[config.mk]
export PLATFORM = sky130hd
export DESIGN_NAME = k2p_core
export DESIGN_NICKNAME = d
export VERILOG_FILES = /design/src/rtl/k2p_pkg.sv /design/src/rtl/k2p_alu.sv /design/src/rtl/k2p_core.sv
export SDC_FILE = /design/constraint.sdc
export NUM_CORES = 1
export LEC_CHECK = 0
export ABC_AREA = 1
export CORE_AREA = 2 2 70 72
export CTS_BUF_LIST = sky130_fd_sc_hd__clkbuf_4 sky130_fd_sc_hd__clkbuf_8 sky130_fd_sc_hd__clkbuf_16
export DETAILED_ROUTE_END_ITERATION = 6
export DIE_AREA = 0 0 72 74
export PLACE_DENSITY = 0.7
export SLEW_MARGIN = 25
export SYNTH_ARGS = -nofsm -noshare
export SYNTH_HDL_FRONTEND = slang
export SYNTH_HIERARCHICAL = 1
export SYNTH_SLANG_ARGS = --single-unit
[constraint.sdc]
create_clock -name clk -period 2.6 [get_ports clk]
set_clock_uncertainty 0.1 [all_clocks]
set_input_delay 0.26 -clock clk [delete_from_list [all_inputs] [get_ports clk]]
set_output_delay 0.26 -clock clk [all_outputs]
set_load 0.005 [all_outputs]
[src/rtl/k2p_pkg.sv]
// k2p_pkg: shared opcodes, FSM states, destination codes and instruction field positions.
package k2p_pkg;
   typedef enum logic [2:0] {
      OP_ALU, OP_LDI, OP_JC, OP_STORE, OP_JMP, OP_LOAD, OP_JZ, OP_HALT
   } op_e;
   typedef enum logic {ST_RUN, ST_HALT} state_e;
   localparam logic [1:0] D_RA = 2'd0;
   localparam logic [1:0] D_RB = 2'd1;
   localparam logic [1:0] D_RO = 2'd2;
   localparam logic [1:0] D_NONE = 2'd3;
   function automatic int pos_j(input int imm_w);
      return imm_w + 4;
   endfunction
   function automatic int pos_c(input int imm_w);
      return imm_w + 3;
   endfunction
   function automatic int pos_d1(input int imm_w);
      return imm_w + 2;
   endfunction
   function automatic int pos_d0(input int imm_w);
      return imm_w + 1;
   endfunction
   function automatic int pos_sreg(input int imm_w);
      return imm_w;
   endfunction
endpackage

[src/rtl/k2p_alu.sv]
// k2p_alu: DATA_W-bit add/subtract with carry-out (no-borrow on subtract) and zero flag.
module k2p_alu #(
   parameter int DATA_W = 8
) (
   input  logic [DATA_W-1:0] a,
   input  logic [DATA_W-1:0] b,
   input  logic              sub,
   output logic [DATA_W-1:0] result,
   output logic              carry_out,
   output logic              zero
);
   logic [DATA_W:0] sum;
   always_comb begin
      sum = {1'b0, a} + {1'b0, sub ? ~b : b} + (DATA_W+1)'(sub);
      result = sum[DATA_W-1:0];
      carry_out = sum[DATA_W];
      zero = result == '0;
   end
endmodule

[src/rtl/k2p_core.sv]
// k2p_core: parametrised single-cycle accumulator core with RUN/HALT FSM and run_en stall.
// Define K2P_DMEM_EN to include the data memory; otherwise STORE is a no-op and LOAD returns 0.
module k2p_core
   import k2p_pkg::*;
#(
   parameter int DATA_W = 8,
   parameter int PC_W   = 4,
   parameter int IMM_W  = 3
) (
   input  logic              clk,
   input  logic              reset,
   input  logic              run_en,
   input  logic [IMM_W+4:0]  instr,
   output logic [PC_W-1:0]   pc,
   output logic [DATA_W-1:0] reg_a,
   output logic [DATA_W-1:0] reg_b,
   output logic [DATA_W-1:0] reg_o,
   output logic              carry,
   output logic              zero,
   output logic              halted
);
   logic [PC_W-1:0] pc_q, pc_d, pc_inc, pc_imm;
   logic [DATA_W-1:0] ra_q, ra_d, rb_q, rb_d, ro_q, ro_d;
   logic [DATA_W-1:0] imm_x, alu_res, ld_val, wval;
   logic carry_q, carry_d, zero_q, zero_d, halted_q, halted_d;
   logic alu_c, alu_z, en, wr;
   state_e state_q, state_d;
   op_e op;
   logic [1:0] d;
   logic [IMM_W-1:0] imm;

   assign op = op_e'({instr[pos_j(IMM_W)], instr[pos_c(IMM_W)], instr[pos_sreg(IMM_W)]});
   assign d = {instr[pos_d1(IMM_W)], instr[pos_d0(IMM_W)]};
   assign imm = instr[IMM_W-1:0];
   assign imm_x = DATA_W'(imm);
   assign pc_imm = PC_W'(imm);
   assign pc_inc = pc_q + PC_W'(1);
   assign en = run_en && state_q == ST_RUN;

   k2p_alu #(.DATA_W(DATA_W)) u_alu (
      .a(ra_q), .b(rb_q), .sub(imm[IMM_W-1]),
      .result(alu_res), .carry_out(alu_c), .zero(alu_z)
   );

`ifdef K2P_DMEM_EN
   localparam int MEM_N = 2**IMM_W;
   logic [DATA_W-1:0] mem_q [MEM_N];
   logic mem_we;
   assign mem_we = en && op == OP_STORE;
   assign ld_val = mem_q[imm];
   always_ff @(posedge clk or negedge reset) begin
      if (!reset) for (int i = 0; i < MEM_N; i++) mem_q[i] <= '0;
      else if (mem_we) mem_q[imm] <= ra_q;
   end
`else
   assign ld_val = '0;
`endif

   always_comb begin
      pc_d = pc_q;
      ra_d = ra_q;
      rb_d = rb_q;
      ro_d = ro_q;
      carry_d = carry_q;
      zero_d = zero_q;
      state_d = state_q;
      halted_d = halted_q;
      wr = en && (op == OP_ALU || op == OP_LDI || op == OP_LOAD);
      wval = op == OP_ALU ? alu_res : op == OP_LDI ? imm_x : ld_val;
      if (en) begin
         pc_d = op == OP_JMP || (op == OP_JC && carry_q) || (op == OP_JZ && zero_q) ? pc_imm :
                op == OP_HALT ? pc_q : pc_inc;
         carry_d = op == OP_ALU ? alu_c : carry_q;
         zero_d = op == OP_ALU ? alu_z : zero_q;
         state_d = op == OP_HALT ? ST_HALT : state_q;
         halted_d = op == OP_HALT ? 1'b1 : halted_q;
      end
      // RO always takes RA (K2 semantic); LOAD never targets RO
      if (wr) begin
         case (d)
            D_RA: ra_d = wval;
            D_RB: rb_d = wval;
            D_RO: ro_d = op == OP_LOAD ? ro_q : ra_q;
            D_NONE: ;
         endcase
      end
   end

   always_ff @(posedge clk or negedge reset) begin
      if (!reset) begin
         pc_q <= '0;
         ra_q <= '0;
         rb_q <= '0;
         ro_q <= '0;
         carry_q <= 1'b0;
         zero_q <= 1'b0;
         halted_q <= 1'b0;
         state_q <= ST_RUN;
      end else begin
         pc_q <= pc_d;
         ra_q <= ra_d;
         rb_q <= rb_d;
         ro_q <= ro_d;
         carry_q <= carry_d;
         zero_q <= zero_d;
         halted_q <= halted_d;
         state_q <= state_d;
      end
   end

   assign pc = pc_q;
   assign reg_a = ra_q;
   assign reg_b = rb_q;
   assign reg_o = ro_q;
   assign carry = carry_q;
   assign zero = zero_q;
   assign halted = halted_q;
endmodule
==> results_dict.tcl, run 1 <==
set metrics [dict create \
    post_cts_buffers 0 \
    worstReg2RegEnd "reg_a[6]" \
    synth_cell_types 25 \
    hold_viol 0 \
    final_common_cell "nand2_1" \
    die_y_um 74 \
    ys_seq_area_frac 0.385 \
    vias 1889 \
    start_util 0.438 \
    r2r-start "reg_b[0]" \
    cp.arrival_ps 2390 \
    syn_nets 293 \
    mostFrequentLayoutCells "nand2_1 (97), nand3_1 (41), clkdlybuf4s50_1 (41), dfrtp_1 (31), inv_1 (28)" \
    setup_viol 0 \
    die_area_mm2 0.00533 \
    cts_hold_buf 0 \
    area_growth_syn_to_layout_pct 30.7 \
    worstHoldPathType "input port to async pin" \
    grt_max_degree 32 \
    regArea_um2 776 \
    synth_area_per_cell_um2 7.38 \
    pin_count 42 \
    end_kind "flip-flop" \
    rsz0062_at_grt "false" \
    first_global_vias 1839 \
    fill_cells 477 \
    period_needed_ps 2260 \
    cts_max_path_buffers 2 \
    cts_buffers 5 \
    num_antenna_cells 0 \
    postCtsResizedCells 0 \
    p_leak_nw 1.44 \
    drt_iter0_drc 104 \
    clk_pin_slew_ps 70 \
    worstPathMaxFanout 10 \
    setup_tns_ps 0 \
    ant_nets 0 \
    io_buffers 41 \
    slew_headroom 0.721 \
    rows 25 \
    synth.top_cell.area_share 0.385 \
    tightest_slew_ps 417 \
    ys_ff_latch 31 \
    antenna_found_initial 0 \
    globalRouteOverflowTotal 0 \
    place_congestion 0.851 \
    slew_viol_final 0 \
    wl_um 4710 \
    irDropWorstVdd_mv 0.427 \
    final_nets 344 \
    startpoint_type "input port" \
    syn_inst 273 \
    p_per_area_mw_per_mm2 586 \
    htree_levels 2 \
    rrSetupSlack_ps 490 \
    drt_first_pass_iters 4 \
    synth.largest_area_cell "dfrtp_1" \
    critPathKind "input port to flip-flop" \
    power_w 0.00154 \
    crit_required_ps 2720 \
    route.detailed.drc 0 \
    reg2reg_depth 15 \
    maxCapViolCount 0 \
    root_buffer "clkbuf_8" \
    layout-drive-gt1-share 0.117 \
    fmax_mhz 442 \
    via_per_inst 4.98 \
    outcome "completed" \
    synth.area.top_cells "dfrtp_1 (39%), nand2_1 (18%), nand3_1 (10%), inv_1 (5.2%), ha_1 (5.0%)" \
    multi_input_area_mm2 0.00108 \
    hpwl_um 3680 \
    fin_crit_sh 0.871 \
    ys_warn_count 6 \
    cts_tree "done" \
    clk_latency_ps 280 \
    grt_usage 0.200 \
    die_w_um 72 \
    core_area_mm2 0.00460 \
    syn-cell-area_mm2 0.00201 \
    numClockSinks 31 \
    wl_per_cell_um 12.4 \
    grt_pass1_wl_um 8250 \
]
cells by family (layout without fill, tap and decap cells):
| logic type | Yosys count | in the layout | synth area share |
|---|---|---|---|
| AOI/OAI and AO/OA | 11 | 11 | 0.0404 |
| xor gates and xnor gates | 9 | 9 | 0.0391 |
| adders and majority gates | 9 | 9 | 0.0596 |
| buffers and inverters | 37 | 89 | 0.0801 |
| DFF | 31 | 31 | 0.385 |
| and+or+nand+nor | 176 | 176 | 0.396 |
flip-flops by register name, summed over array words and instances (netlist names):
| signal | cells |
|---|---|
| reg_a | 8 |
| reg_b | 8 |
| reg_o | 8 |
| pc | 4 |
| carry | 1 |
| halted | 1 |
| zero | 1 |
final cells by class:
class | instances | share of cell area
clock buffers | 6 | 0.0314
clock inverters | 2 | 0.0133
inverters | 34 | 0.0485
multi-input cells | 205 | 0.409
flip-flops and latches | 31 | 0.295
well taps | 54 | 0.0257
repair buffers | 47 | 0.178
cells in the mapped netlist (all sizes together):
cell / number
or2: 1
a21oi: 7
ha: 8
nand3: 42
dfrtp: 31
xor2: 7
inv: 33
o21bai: 2
nor2: 18
nand3b: 1
fa: 1
clkinv: 1
a21o: 1
o21ai: 1
xnor2: 2
buf: 3
nand2: 109
nand4: 5
power by group:
group / internal (W) / leakage (nW) / switching [W] / total, W
Clock: 0.000310 / 0.0612 / 0.000181 / 0.000491
Combinational: 0.000228 / 0.962 / 0.000219 / 0.000447
Sequential: 0.000538 / 0.418 / 0.0000683 / 0.000606
Total: 0.00108 / 1.44 / 0.000469 / 0.00154
worst max-delay path by stage:
stage,from,slack [ps],endpoint,depth (start not counted)
finish,instr[2],340,reg_b[5],15
global route,instr[2],90,reg_a[6],15
CTS,instr[2],320,reg_b[5],15
detailed placement,instr[2],50,reg_b[5],15
global placement,instr[2],80,reg_b[5],15
floorplan,reg_b[0],640,reg_a[6],15
critical path, cell delays in order:
cell and delay (ps):
clkdlybuf4s50_1 440, buf_12 170, xor2_1 160, ha_1 370, a21oi_2 190, inv_1 60, nor2_2 110, nand2_1 50
nand2_1 70, nand2_2 70, inv_1 60, inv_1 30, nor2_1 140, nand3_1 120, nand2_1 80
layer usage:
layer	GRT usage	up-vias	share of wire
li1	-	966	-
met1	0.247	862	0.44
met2	0.357	52	0.50
met3	0.0407	9	0.045
met4	0.0545	0	0.015
met5	0	-	0
through the flow:
stage	cell area, um2	worst slack [ps]	utilization	std cells	hold WS [ps]
2_1_floorplan	2010	644	-	273	-136
3_3_place_gp	2520	83.2	0.547	371	357
3_5_place_dp	2520	52.4	0.547	371	359
4_1_cts	2630	324	0.573	379	299
5_1_grt	2630	88.9	0.573	379	310
6_report	2630	336	0.573	379	279
(Power assumes the default switching activity.)
==> run 2: changes to the inputs <==
ABC_AREA = not set   (was 1)
CORE_AREA = 2 2 67 69   (was 2 2 70 72)
DIE_AREA = 0 0 69 71   (was 0 0 72 74)
PLACE_DENSITY = 0.71   (was 0.7)
==> run 2 against run 1 <==
Against the previous run:
- utilization rose by 2.6 points
- design area fell by 4.4%
- die area fell by 8.1%
- maximum frequency fell by 8.8%
- sequential power fell by 5.0%
- critical path type is now flip-flop to flip-flop
- combinational power fell by 8.1%
- clock-buffer cell count did not move
==> results_dict.tcl, run 2 <==
set metrics [dict create \
    synth.top_cell.area_share 0.422 \
    p_switching_w 0.000395 \
    pin_count 42 \
    numClockSinks 31 \
    maxCapViolCount 0 \
    fin_crit_sh 0.955 \
    wl_um 4160 \
    share_seq_of_total_power 0.397 \
    ys_seq_area_frac 0.422 \
    grt_usage 0.179 \
    root_buffer "clkbuf_8" \
    wl_per_cell_um 15.1 \
    fin_ws_ps 117 \
    route.detailed.drc 0 \
    crit_required_ps 2660 \
    synth_ff_type "dfrtp_1" \
    start_util 0.437 \
    p_per_area_mw_per_mm2 575 \
    ys_warn_count 6 \
    slew_viol_final 0 \
    ant_nets 0 \
    setup_viol 0 \
    first_global_vias 1476 \
    drt_first_pass_iters 4 \
    end_kind "flip-flop" \
    final_nets 243 \
    die_w_um 69 \
    synth_common_cells "dfrtp_1 (31), mux2_2 (26), nand2_1 (10), xor2_1 (10), ha_1 (8)" \
    dp_cells 267 \
    p_clk_frac 0.319 \
    final_common_cell "clkdlybuf4s50_1" \
    fmax_mhz 403 \
    io_buffers 41 \
    worstPathMaxFanout 2 \
    place_area_mm2 0.00240 \
    die_area_mm2 0.00490 \
    slew_headroom 0.700 \
    hold_viol 0 \
    ys_ff_latch 31 \
    synth.largest_area_cell "dfrtp_1" \
    clk_pin_slew_ps 60 \
    grt_max_degree 32 \
    cts_buffers 5 \
    synthArstFlopShare 1.00 \
    synth.area.top_cells "dfrtp_1 (42%), mux2_2 (16%), ha_1 (5.4%), xor2_1 (4.8%), mux2i_1 (3.3%)" \
    rsz0062_at_grt "false" \
    layout-drive-gt1-share 0.256 \
    startpoint_type "flip-flop" \
    outcome "completed" \
    yosysMostFrequentCell "dfrtp_1" \
    grt_pass1_wl_um 7020 \
    cp.arrival_ps 2550 \
    syn_nets 181 \
    antenna_found_initial 0 \
    place_congestion 0.871 \
    crit_family "compound AO/OA/AOI/OAI gates" \
    clk_latency_ps 280 \
    irDropWorstVdd_mv 0.275 \
    drt_iter0_drc 45 \
    p_leak_nw 1.22 \
    crit_path_cell_trace "xor2_1 -> ha_1 -> a21o_1 -> a21o_1 -> a211o_1 -> a221o_1 -> and2_4 -> mux2_2" \
    cts_max_path_buffers 2 \
    intPower_w 0.00105 \
    cts_tree "done" \
    combinationalPowerShare 0.283 \
    worstHoldPathType "input port to async pin" \
    cp_num_buf_inv 0 \
    rows 24 \
    syn_inst 161 \
    whs_ps 271 \
    htree_levels 2 \
    num_antenna_cells 0 \
    stdcell_count 275 \
    hpwl_um 3080 \
    synth_edf_count 0 \
    syn-cell-area_mm2 0.00184 \
    critPathKind "flip-flop to flip-flop" \
    mostFrequentLayoutCells "clkdlybuf4s50_1 (40), dfrtp_1 (31), mux2_2 (26), buf_4 (18)" \
    cp_common_cell "a21o_1" \
    synth_area_per_cell_um2 11.4 \
    globalRouteOverflowTotal 0 \
    tightest_slew_ps 449 \
    die_y_um 71 \
    area_growth_syn_to_layout_pct 37.0 \
    synth_cell_types 40 \
    vias 1473 \
    period_needed_ps 2480 \
    via_per_inst 5.36 \
    core_area_mm2 0.00420 \
    pre_cts_slack_ps -356 \
    rrSetupSlack_ps 120 \
    cpMaxStageDelayCell "dfrtp_1" \
    fin_area_mm2 0.00252 \
    swShare 0.272 \
    cts_hold_buf 0 \
    cp_slowest_stage_delay_ps 400 \
]
[run 2: changes by cell type after synthesis, sizes merged, moves of 7 or more]
cell / change
mux2: +26
nand2: -99
nand3: -37
nor2: -12
inv: -29
nor3: +7
[run 2: worst reg2reg max path, cell delays in order (launching register included)]
cell     delay, ps
dfrtp_1        400
xor2_1         160
ha_1           320
a21o_1         170
a21o_1         190
a211o_1        300
a221o_1        330
and2_4         150
mux2_2         250
[run 2: stage by stage]
step	total power (W)	TNS (ps)	utilization
detailed placement	0.000991	-2730	0.572
floorplan	0.000792	0	-
global placement	0.000973	-1950	0.572
CTS	0.00146	0	0.597
finish	0.00145	0	0.599
global route	0.00153	0	0.599
[run 2: kinds of logic (layout without fill, tap and decap cells)]
group,count (synthesis),count (layout),share of synthesized area
flops,31,31,0.422
fa+ha+maj,9,9,0.0654
xor+xnor,12,12,0.0572
simple gates,47,47,0.154
mux,32,32,0.192
buf+inv,8,70,0.0286
compound gates,22,22,0.0810
[run 2: power by group through the flow]
| stage | sequential [W] | combinational, W | clock (W) |
|---|---|---|---|
| 2_1_floorplan | 0.000579 | 0.000213 | 0 |
| 3_3_place_gp | 0.000579 | 0.000393 | 0 |
| 3_5_place_dp | 0.000585 | 0.000406 | 0 |
| 4_1_cts | 0.000576 | 0.000409 | 0.000474 |
| 5_1_grt | 0.000584 | 0.000452 | 0.000494 |
| 6_report | 0.000576 | 0.000411 | 0.000462 |
[run 2: final cells by class]
class / count / area (um2)
clock buffers: 6 / 76.3
clock inverters: 1 / 30.0
fillers: 364 / 1690
well taps: 52 / 65.1
flip-flops and latches: 31 / 776
inverters: 4 / 15.0
multi-input cells: 122 / 1010
repair buffers: 59 / 544
[run 2: worst paths after layout]
path,start,endpoint,depth (start not counted)
max,reg_b[4],reg_a[7],8
min,reset,reg_o[2],2
max reg2reg,reg_b[4],reg_a[7],8
min reg2reg,halted,halted,1
max in group asynchronous,reset,halted,2
min in group clk,halted,halted,1
[run 2: what timing repair did]
action / in CTS / in global routing
buffers inserted: 0 / 1
pin swaps: 0 / 3
setup endpoints to repair: 5 / 3
gates resized for setup: 1 / 1
hold endpoints to repair: 0 / 0
[run 2: per-layer routing]
metal | GRT usage | share of wire | vias to the layer above
li1 | - | - | 706
met1 | 0.216 | 0.43 | 721
met2 | 0.311 | 0.51 | 40
met3 | 0.0527 | 0.050 | 6
met4 | 0.0545 | 0.010 | 0
met5 | 0 | 0 | -
==> run 3: changes to the inputs <==
GPL_TIMING_DRIVEN = 0   (was not set)
clock period = 2.4 ns   (was 2.6 ns; I/O delays follow)
==> run 3 against run 2 <==
Against the previous run:
- the run now ends with setup timing left
- first-iteration DRC count shrank 11%
- maximum frequency rose by 1.2%
- sequential power is 8.3% higher
- critical endpoint is now reg_b[7]
==> results_dict.tcl, run 3 (synthesized netlist as in run 2, its figures left out) <==
set metrics [dict create \
    place_congestion 0.811 \
    route.detailed.drc 0 \
    maxCapViolCount 0 \
    swShare 0.292 \
    core_area_mm2 0.00420 \
    outcome "complete, but fails checks" \
    min_from "instr[6]" \
    die_area_mm2 0.00490 \
    cp_slowest_stage_delay_ps 390 \
    area_growth_syn_to_layout_pct 32.9 \
    violations "setup timing" \
    layout-drive-gt1-share 0.258 \
    p_clk_frac 0.281 \
    irDropWorstVdd_mv 0.404 \
    num_antenna_cells 0 \
    numClockSinks 31 \
    fin_ws_ps -53.1 \
    cts_tree "done" \
    crit_family "compound AO/OA/AOI/OAI gates" \
    intPower_w 0.00103 \
    grt_pass1_wl_um 6830 \
    wl_um 4150 \
    io_buffers 38 \
    p_switching_w 0.000426 \
    dp_cells 251 \
    grt_usage 0.177 \
    startpoint_type "flip-flop" \
    critPathKind "flip-flop to flip-flop" \
    hold_viol 0 \
    p_per_area_mw_per_mm2 597 \
    place_area_mm2 0.00228 \
    wl_per_cell_um 15.6 \
    cp.arrival_ps 2520 \
    clk_latency_ps 280 \
    share_seq_of_total_power 0.428 \
    final_nets 232 \
    r2r-start "reg_b[4]" \
    htree_levels 2 \
    start_util 0.437 \
    drt_first_pass_iters 4 \
    die_y_um 71 \
    rows 24 \
    combinationalPowerShare 0.291 \
    end_kind "flip-flop" \
    tightest_slew_ps 695 \
    clk_pin_slew_ps 60 \
    crit_required_ps 2470 \
    slew_viol_final 0 \
    slew_headroom 0.536 \
    drt_iter0_drc 40 \
    cts_max_path_buffers 2 \
    fmax_mhz 408 \
    globalRouteOverflowTotal 0 \
    ant_nets 0 \
    crit_path_cell_trace "xor2_1 -> ha_1 -> a21o_1 -> a21o_1 -> a211o_1 -> a221o_1 -> and2_4 -> mux2_2" \
    cp_common_cell "a21o_1" \
    rsz0062_at_grt "true" \
    final_common_cell "clkdlybuf4s50_1" \
    cpMaxStageDelayCell "dfrtp_1" \
    power_w 0.00146 \
    worstHoldPathType "input port to flip-flop" \
    die_w_um 69 \
    stdcell_count 265 \
    p_leak_nw 1.17 \
    worstSetupStartpoint "reg_b[4]" \
    worstPathMaxFanout 4 \
    cp_num_buf_inv 0 \
    pin_count 42 \
    cts_buffers 5 \
    via_per_inst 5.53 \
    first_global_vias 1474 \
    root_buffer "clkbuf_8" \
    fin_crit_sh 1.02 \
    setup_viol 2 \
    vias 1465 \
    period_needed_ps 2450 \
    antenna_found_initial 0 \
    fin_area_mm2 0.00244 \
    grt_max_degree 32 \
    hpwl_um 2930 \
    mostFrequentLayoutCells "clkdlybuf4s50_1 (36), dfrtp_1 (31), mux2_2 (26), nand2_1 (10), xor2_1 (9)" \
]
run 3: through the flow:
step | hold WS [ps] | setup WS [ps] | utilization | TNS (ps)
2_1_floorplan | -156 | 16.5 | - | 0
3_3_place_gp | 365 | -568 | 0.544 | -4940
3_5_place_dp | 227 | -614 | 0.543 | -5440
4_1_cts | 159 | -54.0 | 0.573 | -159
5_1_grt | 167 | -126 | 0.581 | -482
6_report | 156 | -53.1 | 0.581 | -97.0
run 3: final cells by class:
| class | instances | area, um2 |
|---|---|---|
| sequential | 31 | 776 |
| clock buffer | 7 | 83.8 |
| timing repair buffer | 44 | 423 |
| tap | 52 | 65.1 |
| clock inverter | 1 | 5.00 |
| fill | 353 | 1760 |
| buffer | 4 | 41.3 |
| inverter | 4 | 15.0 |
| multi-input combinational | 122 | 1030 |
run 3: what timing repair did:
item	CTS	global route
hold endpoints to repair	31	0
gates resized for setup	1	8
setup buffers	4	1
setup endpoints to repair	10	6
pin swaps	1	3
hold buffers	1	0
run 3: routing by layer:
metal,GRT usage,share of wire,up-vias
met5,0,0,-
met4,0.0806,0.021,0
met3,0.0613,0.056,10
met2,0.304,0.51,43
met1,0.200,0.42,731
li1,-,-,681
run 3: worst paths after layout:
kind	endpoint	slack [ps]	cells past startpoint
max reg2reg	reg_b[7]	-50	8
max	reg_b[7]	-50	8
min in group asynchronous	reg_o[1]	440	2
max in group asynchronous	carry	1310	2
min	halted	160	2
min reg2reg	reg_o[3]	400	1
run 3: power groups by stage:
| stage | logic (W) | registers (W) | clock network (W) |
|---|---|---|---|
| 4_1_cts | 0.000410 | 0.000624 | 0.000422 |
| 2_1_floorplan | 0.000231 | 0.000627 | 0 |
| 3_3_place_gp | 0.000385 | 0.000627 | 0 |
| 6_report | 0.000424 | 0.000624 | 0.000410 |
| 3_5_place_dp | 0.000399 | 0.000633 | 0 |
| 5_1_grt | 0.000467 | 0.000630 | 0.000457 |
